<file path="src/rtl/fish_rom_arbiter_if.sv">
// Requester/ROM/response bundle for the shared fish sprite ROM arbiter.
// The master side owns the requesters and the ROM; the slave side is the arbiter.
interface fish_rom_arbiter_if #(
  parameter int N_REQ = 4
);
  localparam int ID_W = $clog2(N_REQ);

  logic                   en;
  logic [N_REQ-1:0]       req;
  logic [3*N_REQ-1:0]     req_row;
  logic [4*N_REQ-1:0]     req_col;
  logic [N_REQ-1:0]       gnt;
  logic [2:0]             rom_row;
  logic [3:0]             rom_col;
  logic [11:0]            rom_data;
  logic                   rsp_valid;
  logic [ID_W-1:0]        rsp_id;
  logic [11:0]            rsp_color;
  logic                   rsp_opaque;

  modport master (
    output en, req, req_row, req_col, rom_data,
    input  gnt, rom_row, rom_col, rsp_valid, rsp_id, rsp_color, rsp_opaque
  );

  modport slave (
    input  en, req, req_row, req_col, rom_data,
    output gnt, rom_row, rom_col, rsp_valid, rsp_id, rsp_color, rsp_opaque
  );
endinterface

</file>
<file path="src/rtl/fish_rom_arbiter.sv">
// Round-robin arbiter sharing one registered-address 8x15 sprite ROM among
// N_REQ fish renderers; responses return two cycles after the grant.
module fish_rom_arbiter_lane (
  input  logic       gnt,
  input  logic [2:0] row,
  input  logic [3:0] col,
  output logic [2:0] row_m,
  output logic [3:0] col_m
);
  assign row_m = gnt ? row : '0;
  assign col_m = gnt ? col : '0;
endmodule

module fish_rom_arbiter #(
  parameter int N_REQ = 4
) (
  input  logic              clk,
  input  logic              rst_n,
  fish_rom_arbiter_if.slave bus
);
  localparam int ID_W   = $clog2(N_REQ);
  localparam int STAGES = 2;

  logic [ID_W-1:0]          ptr_q, ptr_d;
  logic [ID_W-1:0]          gnt_idx;
  logic                     gnt_any;
  logic [N_REQ-1:0]         gnt;
  int                       idx;

  logic [N_REQ-1:0][2:0]    row_m;
  logic [N_REQ-1:0][3:0]    col_m;
  logic [2:0]               rom_row;
  logic [3:0]               rom_col;

  logic [STAGES:1]          vld_pipe_q, vld_pipe_d;
  logic [ID_W-1:0]          s1_id_q, s1_id_d;
  logic                     s1_bad_q, s1_bad_d;
  logic [ID_W-1:0]          rsp_id_q, rsp_id_d;
  logic [11:0]              rsp_color_q, rsp_color_d;
  logic                     rsp_opaque_q, rsp_opaque_d;
  logic [11:0]              color;

  // Search starts at ptr and wraps; reset also suppresses grants.
  always_comb begin
    gnt     = '0;
    gnt_idx = '0;
    gnt_any = 1'b0;
    idx     = 0;
    if (rst_n && bus.en) begin
      for (int k = 0; k < N_REQ; k++) begin
        idx = int'(ptr_q) + k;
        if (idx >= N_REQ) idx = idx - N_REQ;
        if (!gnt_any && bus.req[idx]) begin
          gnt_any = 1'b1;
          gnt_idx = ID_W'(idx);
        end
      end
    end
    if (gnt_any) gnt[gnt_idx] = 1'b1;
  end

  for (genvar g = 0; g < N_REQ; g++) begin : g_lane
    fish_rom_arbiter_lane u_lane (
      .gnt   (gnt[g]),
      .row   (bus.req_row[3*g +: 3]),
      .col   (bus.req_col[4*g +: 4]),
      .row_m (row_m[g]),
      .col_m (col_m[g])
    );
  end

  // One-hot grant makes the OR of masked lanes a mux.
  always_comb begin
    rom_row = '0;
    rom_col = '0;
    for (int i = 0; i < N_REQ; i++) begin
      rom_row = rom_row | row_m[i];
      rom_col = rom_col | col_m[i];
    end
  end

  always_comb begin
    ptr_d = ptr_q;
    if (gnt_any) ptr_d = (gnt_idx == ID_W'(N_REQ-1)) ? '0 : gnt_idx + ID_W'(1);

    vld_pipe_d = {vld_pipe_q[STAGES-1:1], gnt_any};
    s1_id_d    = gnt_any ? gnt_idx : s1_id_q;
    s1_bad_d   = gnt_any ? (rom_col == 4'hF) : s1_bad_q;

    color        = s1_bad_q ? 12'h000 : bus.rom_data;
    rsp_id_d     = rsp_id_q;
    rsp_color_d  = rsp_color_q;
    rsp_opaque_d = rsp_opaque_q;
    if (vld_pipe_q[1]) begin
      rsp_id_d     = s1_id_q;
      rsp_color_d  = color;
      rsp_opaque_d = (color != 12'h000);
    end
  end

  always_ff @(posedge clk or negedge rst_n) begin
    if (!rst_n) begin
      ptr_q        <= '0;
      vld_pipe_q   <= '0;
      s1_id_q      <= '0;
      s1_bad_q     <= 1'b0;
      rsp_id_q     <= '0;
      rsp_color_q  <= '0;
      rsp_opaque_q <= 1'b0;
    end else begin
      ptr_q        <= ptr_d;
      vld_pipe_q   <= vld_pipe_d;
      s1_id_q      <= s1_id_d;
      s1_bad_q     <= s1_bad_d;
      rsp_id_q     <= rsp_id_d;
      rsp_color_q  <= rsp_color_d;
      rsp_opaque_q <= rsp_opaque_d;
    end
  end

  assign bus.gnt        = gnt;
  assign bus.rom_row    = rom_row;
  assign bus.rom_col    = rom_col;
  assign bus.rsp_valid  = vld_pipe_q[STAGES];
  assign bus.rsp_id     = rsp_id_q;
  assign bus.rsp_color  = rsp_color_q;
  assign bus.rsp_opaque = rsp_opaque_q;
endmodule

</file>
<file path="src/flat_wrapper.sv">
// flat-port wrapper written by rule: the top's interface ports become plain ports
module fish_rom_arbiter_flat 
#(
  parameter int N_REQ = 4
)
  (clk, rst_n, bus_en, bus_req, bus_req_row, bus_req_col, bus_rom_data, bus_gnt, bus_rom_row, bus_rom_col, bus_rsp_valid, bus_rsp_id, bus_rsp_color, bus_rsp_opaque);
  fish_rom_arbiter_if #(.N_REQ(N_REQ)) bus_i ();
  input  logic clk;
  input  logic rst_n;
  input wire logic [$bits(bus_i.en)-1:0] bus_en;
  input wire logic [$bits(bus_i.req)-1:0] bus_req;
  input wire logic [$bits(bus_i.req_row)-1:0] bus_req_row;
  input wire logic [$bits(bus_i.req_col)-1:0] bus_req_col;
  input wire logic [$bits(bus_i.rom_data)-1:0] bus_rom_data;
  output wire logic [$bits(bus_i.gnt)-1:0] bus_gnt;
  output wire logic [$bits(bus_i.rom_row)-1:0] bus_rom_row;
  output wire logic [$bits(bus_i.rom_col)-1:0] bus_rom_col;
  output wire logic [$bits(bus_i.rsp_valid)-1:0] bus_rsp_valid;
  output wire logic [$bits(bus_i.rsp_id)-1:0] bus_rsp_id;
  output wire logic [$bits(bus_i.rsp_color)-1:0] bus_rsp_color;
  output wire logic [$bits(bus_i.rsp_opaque)-1:0] bus_rsp_opaque;
  assign bus_i.en = bus_en;
  assign bus_i.req = bus_req;
  assign bus_i.req_row = bus_req_row;
  assign bus_i.req_col = bus_req_col;
  assign bus_i.rom_data = bus_rom_data;
  assign bus_gnt = bus_i.gnt;
  assign bus_rom_row = bus_i.rom_row;
  assign bus_rom_col = bus_i.rom_col;
  assign bus_rsp_valid = bus_i.rsp_valid;
  assign bus_rsp_id = bus_i.rsp_id;
  assign bus_rsp_color = bus_i.rsp_color;
  assign bus_rsp_opaque = bus_i.rsp_opaque;
  fish_rom_arbiter #(.N_REQ(N_REQ)) u_core (.clk(clk), .rst_n(rst_n), .bus(bus_i));
endmodule
</file>
<file path="config.mk">
export PLATFORM = sky130hd
export DESIGN_NAME = fish_rom_arbiter_flat
export DESIGN_NICKNAME = d
export VERILOG_FILES = /design/src/rtl/fish_rom_arbiter_if.sv /design/src/rtl/fish_rom_arbiter.sv /design/src/flat_wrapper.sv
export SDC_FILE = /design/constraint.sdc
export NUM_CORES = 1
export LEC_CHECK = 0
export CAP_MARGIN = 25
export CORE_UTILIZATION = 38
export CTS_CLUSTER_DIAMETER = 50
export DETAILED_ROUTE_END_ITERATION = 6
export MAX_ROUTING_LAYER = met4
export PLACE_DENSITY = 0.86
export REMOVE_ABC_BUFFERS = 1
export SETUP_SLACK_MARGIN = 0.2
export SYNTH_ARGS = -nofsm -noshare
export SYNTH_HDL_FRONTEND = slang
export SYNTH_SLANG_ARGS = --single-unit
</file>
<file path="constraint.sdc">
create_clock -name clk -period 4.7 [get_ports clk]
set_input_delay 1.41 -clock clk [delete_from_list [all_inputs] [get_ports clk]]
set_output_delay 1.41 -clock clk [all_outputs]
set_load 0.005 [all_outputs]
</file>
==> results.cfg, run 1 <==
[cells_and_area]
drive_above_1_share_pct = 34.9
layout_commonest_cell = clkdlybuf4s50_1
finalInstanceArea_um2 = 2440
fin_nets = 285
antenna_cells = 0
utilization_pct = 73.3
area_growth_pct = 85.2
final_cell_mix = 56 x clkdlybuf4s50_1, 25 x buf_4, 22 x dfrtp_1

[synth]
synthCells = 138
ys_seq_area_share_pct = 41.7
synthesis.area_um2 = 1320
ys_types = 32
synth.avg_cell_area_um2 = 9.57
synth-edff-count = 0
yosysWarnings = 0
synth-seq-cells = 22
synth_ff_type = dfrtp_1
async_reset_ff_share_pct = 100

[critical_path]
slowest_stage = a211oi_2
startpoint_type = primary input
required_ns = 3.29
crit_chain = buf_12 > nand4bb_4 > a211oi_4 > a311oi_2 > buf_4 > inv_6 > ha_4 > a22oi_1 > a211oi_2 > buf_2
critPathMaxStageDelay_ns = 0.33
crit_arrival_ns = 3.22
path_delay_family = compound AO/OA/AOI/OAI gates
critPathMaxFanout = 6
path_buf_inv = 4
end_kind = output pin
path_class = primary input to output pin

[timing]
slew_violations = 0
fin_worst_skew_ns = 0.00584
fmax_mhz = 216
fin_crit_sh_pct = 98.5
worst_pin_slew_ns = 0.795
rsz0062_at_grt = true
fin_crit_ns = 4.63
setup_viol = 0
finalHoldViolations = 0
slew_headroom_pct = 47.0

[grt]
grt_usage_pct = 23.5
grt_max_degree = 29
antenna_found_initial = 0
grt_overflow_total = 0
grt_pass1_vias = 1260
grt_pass1_wl_um = 6060

[die]
core-area_um2 = 3340
num_rows = 21
die_x_um = 60.9
die-area_um2 = 3710
die_h_um = 60.9
num_io_pins = 74
start_util_pct = 39.6

[drt]
wirelength_um = 4770
ant_nets = 0
dr.first_iter.drc_count = 59
vias = 1482
avgViaCountPerCell = 5.33
drt-pass1-iter-count = 5
drc = 0
wl_per_cell_um = 17.2

[clocking]
cts_tree = done
clock_path_buffers = 2
clockRootBuffer = clkbuf_4
cts.clk_slew.worst_paths_ns = 0.10
numCtsBuffers = 3
cts_hold_buffers = 0
clk_latency_ns = 0.30
clock-sinks = 22
h-tree-depth = 1

[place]
hpwl_um = 2790
port_buffers = 73
place_area_um2 = 2150
gp_congestion = 0.841

[power_and_ir_drop]
power_density_nw_per_um2 = 227
p_leak_nw = 1.03
power_uw = 555
vdd_drop_max_v = 0.000139

[hold_path]
hp-class = register to register

[job]
max_cap_viol_count = 0

[status]
status = completed
==> path summary, 6_finish.rpt <==
check / startpoint / endpoint / slack (ns) / cells past startpoint
worst max-delay path: bus_req[0] / bus_rom_col[1] / 0.07 / 10
worst min-delay path: u_core.s1_id_q[1] / u_core.s1_id_q[1] / 0.49 / 1
worst max register to register: u_core.ptr_q[0] / u_core.s1_bad_q / 1.99 / 14
worst min register to register: u_core.s1_id_q[1] / u_core.s1_id_q[1] / 0.49 / 1
max in group asynchronous: rst_n / u_core.vld_pipe_q[1] / 3.39 / 2
min in group asynchronous: rst_n / u_core.bus.rsp_color[9] / 1.09 / 2
==> worst reg2reg max path: cells and delay by family (launching register included) <==
kind                     cells  cell delay, ns
AND/OR/NAND/NOR              3            0.51
flip-flops                   1            0.49
adder cells (fa/ha/maj)      1            0.18
buffers and inverters        6            0.79
AO/OA/AOI/OAI                4            0.65
==> cells by family (layout without fill, tap and decap cells) <==
family / after synthesis / count (layout) / share of synthesized area [%]
muxes: 3 / 3 / 2.56
and+or+nand+nor: 34 / 34 / 17.9
AOI/OAI and AO/OA: 44 / 44 / 23.5
adders and majority gates: 4 / 4 / 3.79
DFF: 22 / 22 / 41.7
buffers and inverters: 31 / 125 / 10.5
==> stage by stage <==
step | hold slack (ns) | setup slack [ns] | TNS [ns] | cells
finish | 0.485 | 0.0692 | 0 | 278
global route | 0.520 | 0.0607 | 0 | 278
CTS | 0.492 | 0.216 | 0 | 274
detailed placement | 0.467 | -0.750 | -6.09 | 259
global placement | 0.458 | -0.647 | -5.63 | 259
floorplan | 0.444 | 0.396 | 0 | 125
==> cell type report <==
cell class | count | area, µm²
well taps | 46 | 57.6
clock buffers | 3 | 22.5
inverters | 18 | 72.6
flip-flops and latches | 22 | 551
fillers | 208 | 892
repair buffers | 104 | 937
multi-input cells | 85 | 805
==> per-layer routing <==
layer	vias up	track usage [%]	routed length (µm)
li1	681	-	-
met1	726	28.6	1900
met2	63	39.9	2410
met3	12	5.33	327
met4	0	5.19	138
met5	-	-	0
==> report_power, final <==
part	internal (mW)	switching (mW)	total, mW
clock network	0.0299	0.0509	0.0807
logic	0.142	0.0895	0.232
registers	0.218	0.0248	0.243
total	0.390	0.165	0.555
==> cell usage after synthesis, types with 3 or more instances <==
library cell,n,area (µm²)
a211oi_1,5,37.5
a21oi_1,3,15.0
a22oi_1,14,105
and2_1,4,25.0
buf_4,4,30.0
clkbuf_1,7,26.3
dfrtp_1,22,551
ha_1,4,50.1
inv_1,17,63.8
mux2_2,3,33.8
nand2_1,4,15.0
nand3b_1,12,90.1
nor2_1,3,11.3
nor4_1,3,18.8
o21ai_0,13,65.1
==> state kept, by name, indices dropped and copies added, names as in the netlist <==
signal and count:
u_core.bus.rsp_color 12, u_core.s1_bad_q 1, u_core.bus.rsp_id 2, u_core.s1_id_q 2
u_core.bus.rsp_opaque 1, u_core.vld_pipe_q 2, u_core.ptr_q 2
==> what timing repair did <==
item / CTS / global route
buffers inserted: 12 / 4
resized for setup: 78 / 24
setup endpoints to repair: 11 / 9
pin swaps: 16 / 14
No activity file was read; power rests on OpenSTA's default activity.
==> run 2, diff against run 1 <==
--- a/config.mk
+++ b/config.mk
@@ -10,7 +10,7 @@
 export CTS_CLUSTER_DIAMETER = 50
 export DETAILED_ROUTE_END_ITERATION = 6
 export MAX_ROUTING_LAYER = met4
-export PLACE_DENSITY = 0.86
+export PLACE_DENSITY_LB_ADDON = 0.12
 export REMOVE_ABC_BUFFERS = 1
 export SETUP_SLACK_MARGIN = 0.2
 export SYNTH_ARGS = -nofsm -noshare
==> constraint.sdc (replaced) <==
create_clock -name clk -period 4.9 [get_ports clk]
set_input_delay 1.47 -clock clk [delete_from_list [all_inputs] [get_ports clk]]
set_output_delay 1.47 -clock clk [all_outputs]
set_load 0.005 [all_outputs]
==> run 2 against run 1 <==
  * Clock power increased by 28%
  * Power decreased by 1.3%
  * Sequential share of layout area about the same
  * Wire length decreased by 12%
  * Count of clock-buffer cells in the layout increased by 1
  * Combinational power decreased by 8.6%
  * Largest power group unchanged
  * Non-clock buffer count increased by 1
  * Sequential power decreased by 4%
  * Highest routed layer unchanged
  * Hold slack improved by 0.013 ns
  * Core utilization decreased by 0.075 points
  * Critical path depth unchanged
==> results.cfg, run 2 (synthesized netlist as in run 1, its figures left out) <==
[critical_path]
required_ns = 3.43
endpoint = bus_rom_col[3]
timing.rr.start = u_core.ptr_q[0]
end_kind = output pin
critPathMaxFanout = 4
slowest_stage = a211oi_2
r2r_setup_slack_ns = 2.39
timing.rr.end = u_core.s1_bad_q
worstSetupStartpoint = bus_en
startpoint_type = primary input
worstRegToRegCells = 13
path_class = primary input to output pin
critPathMaxStageDelay_ns = 0.28
crit_chain = dlygate4sd2_1 > nand2_2 > or2_4 > a211oi_4 > buf_6 > ha_4 > buf_4 > a22oi_2 > a211oi_2 > buf_2
crit_arrival_ns = 3.17

[place]
hpwl_um = 2820
dpl.cell_count = 259
gp_congestion = 0.864
place_area_um2 = 2150
port_buffers = 73

[clocking]
numCtsBuffers = 3
clock-sinks = 22
clock_path_buffers = 2
cts_tree = done
clockRootBuffer = clkbuf_4
h-tree-depth = 1
cts_hold_buffers = 0
cts.clk_slew.worst_paths_ns = 0.12
clk_latency_ns = 0.31

[drt]
drc = 0
avgViaCountPerCell = 5.02
ant_nets = 0
wl_per_cell_um = 14.9
wl_met2_um = 2190
dr.first_iter.drc_count = 61
wl_met3_um = 224
drt-pass1-iter-count = 4
vias = 1406
top_layer = met4
wirelength_um = 4180
drt-met1-wl_um = 1680

[power_and_ir_drop]
vdd_drop_max_v = 0.000236
power_switching_uw = 160
internal_power_uw = 387
sw_frac_of_total_pct = 29.3
power_frac_comb_pct = 38.8
pwr-share-seq_pct = 42.5
power_uw = 548
p_leak_nw = 1.03
clock_power_share_pct = 18.7
power_density_nw_per_um2 = 224

[cells_and_area]
antenna_cells = 0
finalInstanceArea_um2 = 2440
fin_nets = 286
area_growth_pct = 85.0
fillers = 249
final_cell_mix = 57 x clkdlybuf4s50_1, 32 x buf_4, 22 x dfrtp_1
stdcell_count = 280
layout_commonest_cell = clkdlybuf4s50_1
multi_input_area_um2 = 807
regArea_um2 = 551
largest_reg_flops = 12
drive_above_1_share_pct = 36.3

[timing]
worst_pin_slew_ns = 0.736
fin_crit_ns = 4.64
fin_setup_tns_ns = 0
slew_headroom_pct = 50.9
fin_crit_sh_pct = 94.7
fin_worst_skew_ns = 0.00626
rsz0062_at_grt = true
finalHoldViolations = 0
fmax_mhz = 216
slew_violations = 0
setup_viol = 0

[hold_path]
min_path_cells = 1
hp-class = register to register
hp-start = u_core.s1_id_q[0]

[grt]
grt_pass1_wl_um = 6630
grt_max_degree = 29
grt_pass1_vias = 1381
grt_overflow_total = 0
antenna_found_initial = 0
grt_usage_pct = 25.4

[die]
num_io_pins = 74
die-area_um2 = 3710
die_h_um = 60.9
start_util_pct = 39.6
core-area_um2 = 3340
num_rows = 21
die_x_um = 60.9

[status]
status = completed

[job]
max_cap_viol_count = 0
run 2: changes by cell type in the layout (fill, tap and decap cells not counted), sizes merged:
| cell | previous run | this run |
|---|---|---|
| buf | 42 | 43 |
| clkbuf | 6 | 5 |
| clkdlybuf4s50 | 56 | 57 |
| dlygate4sd2 | 3 | 4 |
run 2: cell type report:
class                   count  area share, %
clock buffers               4           1.49
inverters                  18           2.97
multi-input cells          85           33.0
flip-flops and latches     22           22.5
well taps                  46           2.36
repair buffers            105           37.6
run 2: through the flow:
step	utilization [%]	setup slack (ns)	hold slack [ns]
after floorplan	-	0.476	0.444
after global placement	64.4	-0.553	0.459
after detailed placement	64.4	-0.679	0.470
after CTS	71.8	0.181	0.497
after global routing	73.2	0.170	0.510
final	73.2	0.260	0.498
run 2: routing by layer:
metal / vias up / global-route usage (%)
met1: 674 / 30.3
met5: - / -
met4: 0 / 7.14
li1: 683 / -
met2: 39 / 43.2
met3: 10 / 5.33
run 2: critical path: cells and delay by family:
| kind | cells | cell delay (ns) |
|---|---|---|
| fa+ha+maj | 1 | 0.14 |
| buf+inv | 4 | 0.67 |
| simple gates | 2 | 0.33 |
| compound gates | 3 | 0.55 |
run 2: power groups by stage:
stage / Sequential, mW / Combinational, mW / Clock (mW)
2_1_floorplan: 0.232 / 0.0586 / 0
3_3_place_gp: 0.233 / 0.174 / 0
3_5_place_dp: 0.235 / 0.177 / 0
4_1_cts: 0.232 / 0.203 / 0.104
5_1_grt: 0.236 / 0.230 / 0.109
6_report: 0.233 / 0.212 / 0.103
run 2: timing repair:
action                     in CTS  in global routing
setup endpoints to repair      11                  8
pin swaps                      16                 10
setup buffers                  13                  4
gates cloned                    0                  0
gates resized for setup        77                 16
run 2: worst min path at each step:
| stage | endpoint |
|---|---|
| 6_report | u_core.s1_id_q[0] |
| 5_1_grt | u_core.s1_id_q[0] |
| 2_1_floorplan | u_core.s1_id_q[0] |
| 3_3_place_gp | u_core.s1_id_q[1] |
| 4_1_cts | u_core.s1_id_q[0] |
| 3_5_place_dp | u_core.s1_id_q[0] |
==> run 3, diff against run 2 <==
--- a/config.mk
+++ b/config.mk
@@ -6,13 +6,14 @@
 export NUM_CORES = 1
 export LEC_CHECK = 0
 export CAP_MARGIN = 25
-export CORE_UTILIZATION = 38
+export CORE_UTILIZATION = 25
 export CTS_CLUSTER_DIAMETER = 50
 export DETAILED_ROUTE_END_ITERATION = 6
 export MAX_ROUTING_LAYER = met4
 export PLACE_DENSITY_LB_ADDON = 0.12
 export REMOVE_ABC_BUFFERS = 1
 export SETUP_SLACK_MARGIN = 0.2
+export SKIP_LAST_GASP = 1
 export SYNTH_ARGS = -nofsm -noshare
 export SYNTH_HDL_FRONTEND = slang
 export SYNTH_SLANG_ARGS = --single-unit
==> run 3 against run 2 <==
  * Sequential share of layout area decreased by 0.43 points
  * Clock skew shrank 0.0031 ns
  * Sequential power is 2% higher
  * Maximum frequency shrank 0.33%
  * Hold slack worse by 0.019 ns
  * Cell count increased by 6.1%
  * Setup slack lost 0.015 ns
  * Sequential cell count did not move
  * Register-to-register slack improved by 0.16 ns
  * First-iteration DRC count is 49% lower
  * Non-clock buffer count fell by 7
  * Critical endpoint is now bus_rom_col[1]
==> results.cfg, run 3 (synthesized netlist as in run 1, its figures left out) <==
[timing]
fin_setup_tns_ns = 0
setup_viol = 0
fin_crit_ns = 4.66
worst_pin_slew_ns = 0.739
rsz0062_at_grt = false
finalHoldViolations = 0
slew_headroom_pct = 50.7
fin_worst_skew_ns = 0.00315
slew_violations = 0
fmax_mhz = 215
fin_crit_sh_pct = 95.0

[cells_and_area]
largest_reg_flops = 12
antenna_cells = 0
drive_above_1_share_pct = 33.9
utilization_pct = 48.8
layout_commonest_cell = clkdlybuf4s50_1
fillers = 483
area_growth_pct = 88.6
final_cell_mix = 56 x clkdlybuf4s50_1, 22 x buf_4, 22 x dfrtp_1
fin_nets = 279

[critical_path]
crit_arrival_ns = 3.19
required_ns = 3.43
path_class = primary input to output pin
end_kind = output pin
critPathMaxFanout = 5
startpoint_type = primary input

[clocking]
cts_hold_buffers = 0
h-tree-depth = 1
clock_path_buffers = 2
clockRootBuffer = clkbuf_8
cts_tree = done
clk_latency_ns = 0.26
clock-sinks = 22
numCtsBuffers = 3
cts.clk_slew.worst_paths_ns = 0.07

[die]
die-area_um2 = 5570
num_rows = 26
die_h_um = 74.7
start_util_pct = 25.8
core-area_um2 = 5110
num_io_pins = 74
die_x_um = 74.7

[job]
max_cap_viol_count = 0

[drt]
avgViaCountPerCell = 4.56
wl_per_cell_um = 13.0
vias = 1354
drt-pass1-iter-count = 4
dr.first_iter.drc_count = 31
ant_nets = 0
wirelength_um = 3850
drc = 0

[place]
gp_congestion = 0.726
port_buffers = 73
hpwl_um = 2810

[power_and_ir_drop]
power_density_nw_per_um2 = 232
p_leak_nw = 1.02
vdd_drop_max_v = 0.000107

[hold_path]
hp-class = register to register

[status]
status = completed

[grt]
grt_pass1_wl_um = 6160
grt_max_degree = 29
grt_pass1_vias = 1350
antenna_found_initial = 0
grt_usage_pct = 15.0
grt_overflow_total = 0
==> run 3: timing repair <==
item	CTS	global route
endpoints found under the setup margin	11	11
setup buffers	7	2
pin swaps	16	9
gates resized for setup	85	17
==> run 3: metrics by stage <==
| step | power, mW | worst slack [ns] | cell area [µm²] | instances | hold WS, ns |
|---|---|---|---|---|---|
| global placement | 0.411 | -0.644 | 2190 | 284 | 0.473 |
| detailed placement | 0.414 | -0.644 | 2190 | 284 | 0.464 |
| floorplan | 0.290 | 0.476 | 1250 | 125 | 0.444 |
| global route | 0.617 | 0.163 | 2490 | 297 | 0.522 |
| finish | 0.579 | 0.245 | 2490 | 297 | 0.478 |
| CTS | 0.574 | 0.218 | 2430 | 295 | 0.482 |
==> run 3: worst paths after layout <==
path                                    from                      end  slack, ns  depth (start not counted)
hold / removal             u_core.s1_id_q[1]        u_core.s1_id_q[1]       0.48                          1
setup reg to reg             u_core.ptr_q[0]          u_core.s1_bad_q       2.55                         12
hold reg to reg            u_core.s1_id_q[1]        u_core.s1_id_q[1]       0.48                          1
min in group asynchronous              rst_n  u_core.bus.rsp_color[7]       1.23                          2
max in group asynchronous              rst_n  u_core.bus.rsp_color[9]       3.46                          2
setup / recovery                  bus_req[3]           bus_rom_col[1]       0.24                         10
==> run 3: metal layers <==
layer  part of all wire (%)  routed length, µm  GRT usage (%)
met5                      0                  0              -
met4                   0.94                 36           6.29
met1                     44               1680           18.5
met3                    5.6                215           2.41
met2                     50               1920           24.2
==> run 3: critical path, stage by stage <==
cell	delay, ns
buf_2	0.17
nand2b_4	0.16
o311ai_4	0.11
a311oi_4	0.33
buf_4	0.17
buf_4	0.11
ha_4	0.17
a22oi_2	0.07
a211oi_2	0.27
buf_2	0.16
==> run 3: layout make-up <==
| type | count | area, µm² | share of cell area (%) |
|---|---|---|---|
| clock buffer | 4 | 55.1 | 2.21 |
| inverter | 18 | 70.1 | 2.81 |
| multi-input combinational | 85 | 850 | 34.1 |
| sequential | 22 | 551 | 22.1 |
| tap | 70 | 87.6 | 3.52 |
| timing repair buffer | 98 | 877 | 35.2 |
==> run 3: power by group <==
group / leakage (nW) / internal [mW] / switching [mW]
sequential: 0.270 / 0.209 / 0.0277
clock: 0.0288 / 0.0715 / 0.0545
combinational: 0.719 / 0.137 / 0.0791
total: 1.02 / 0.417 / 0.161
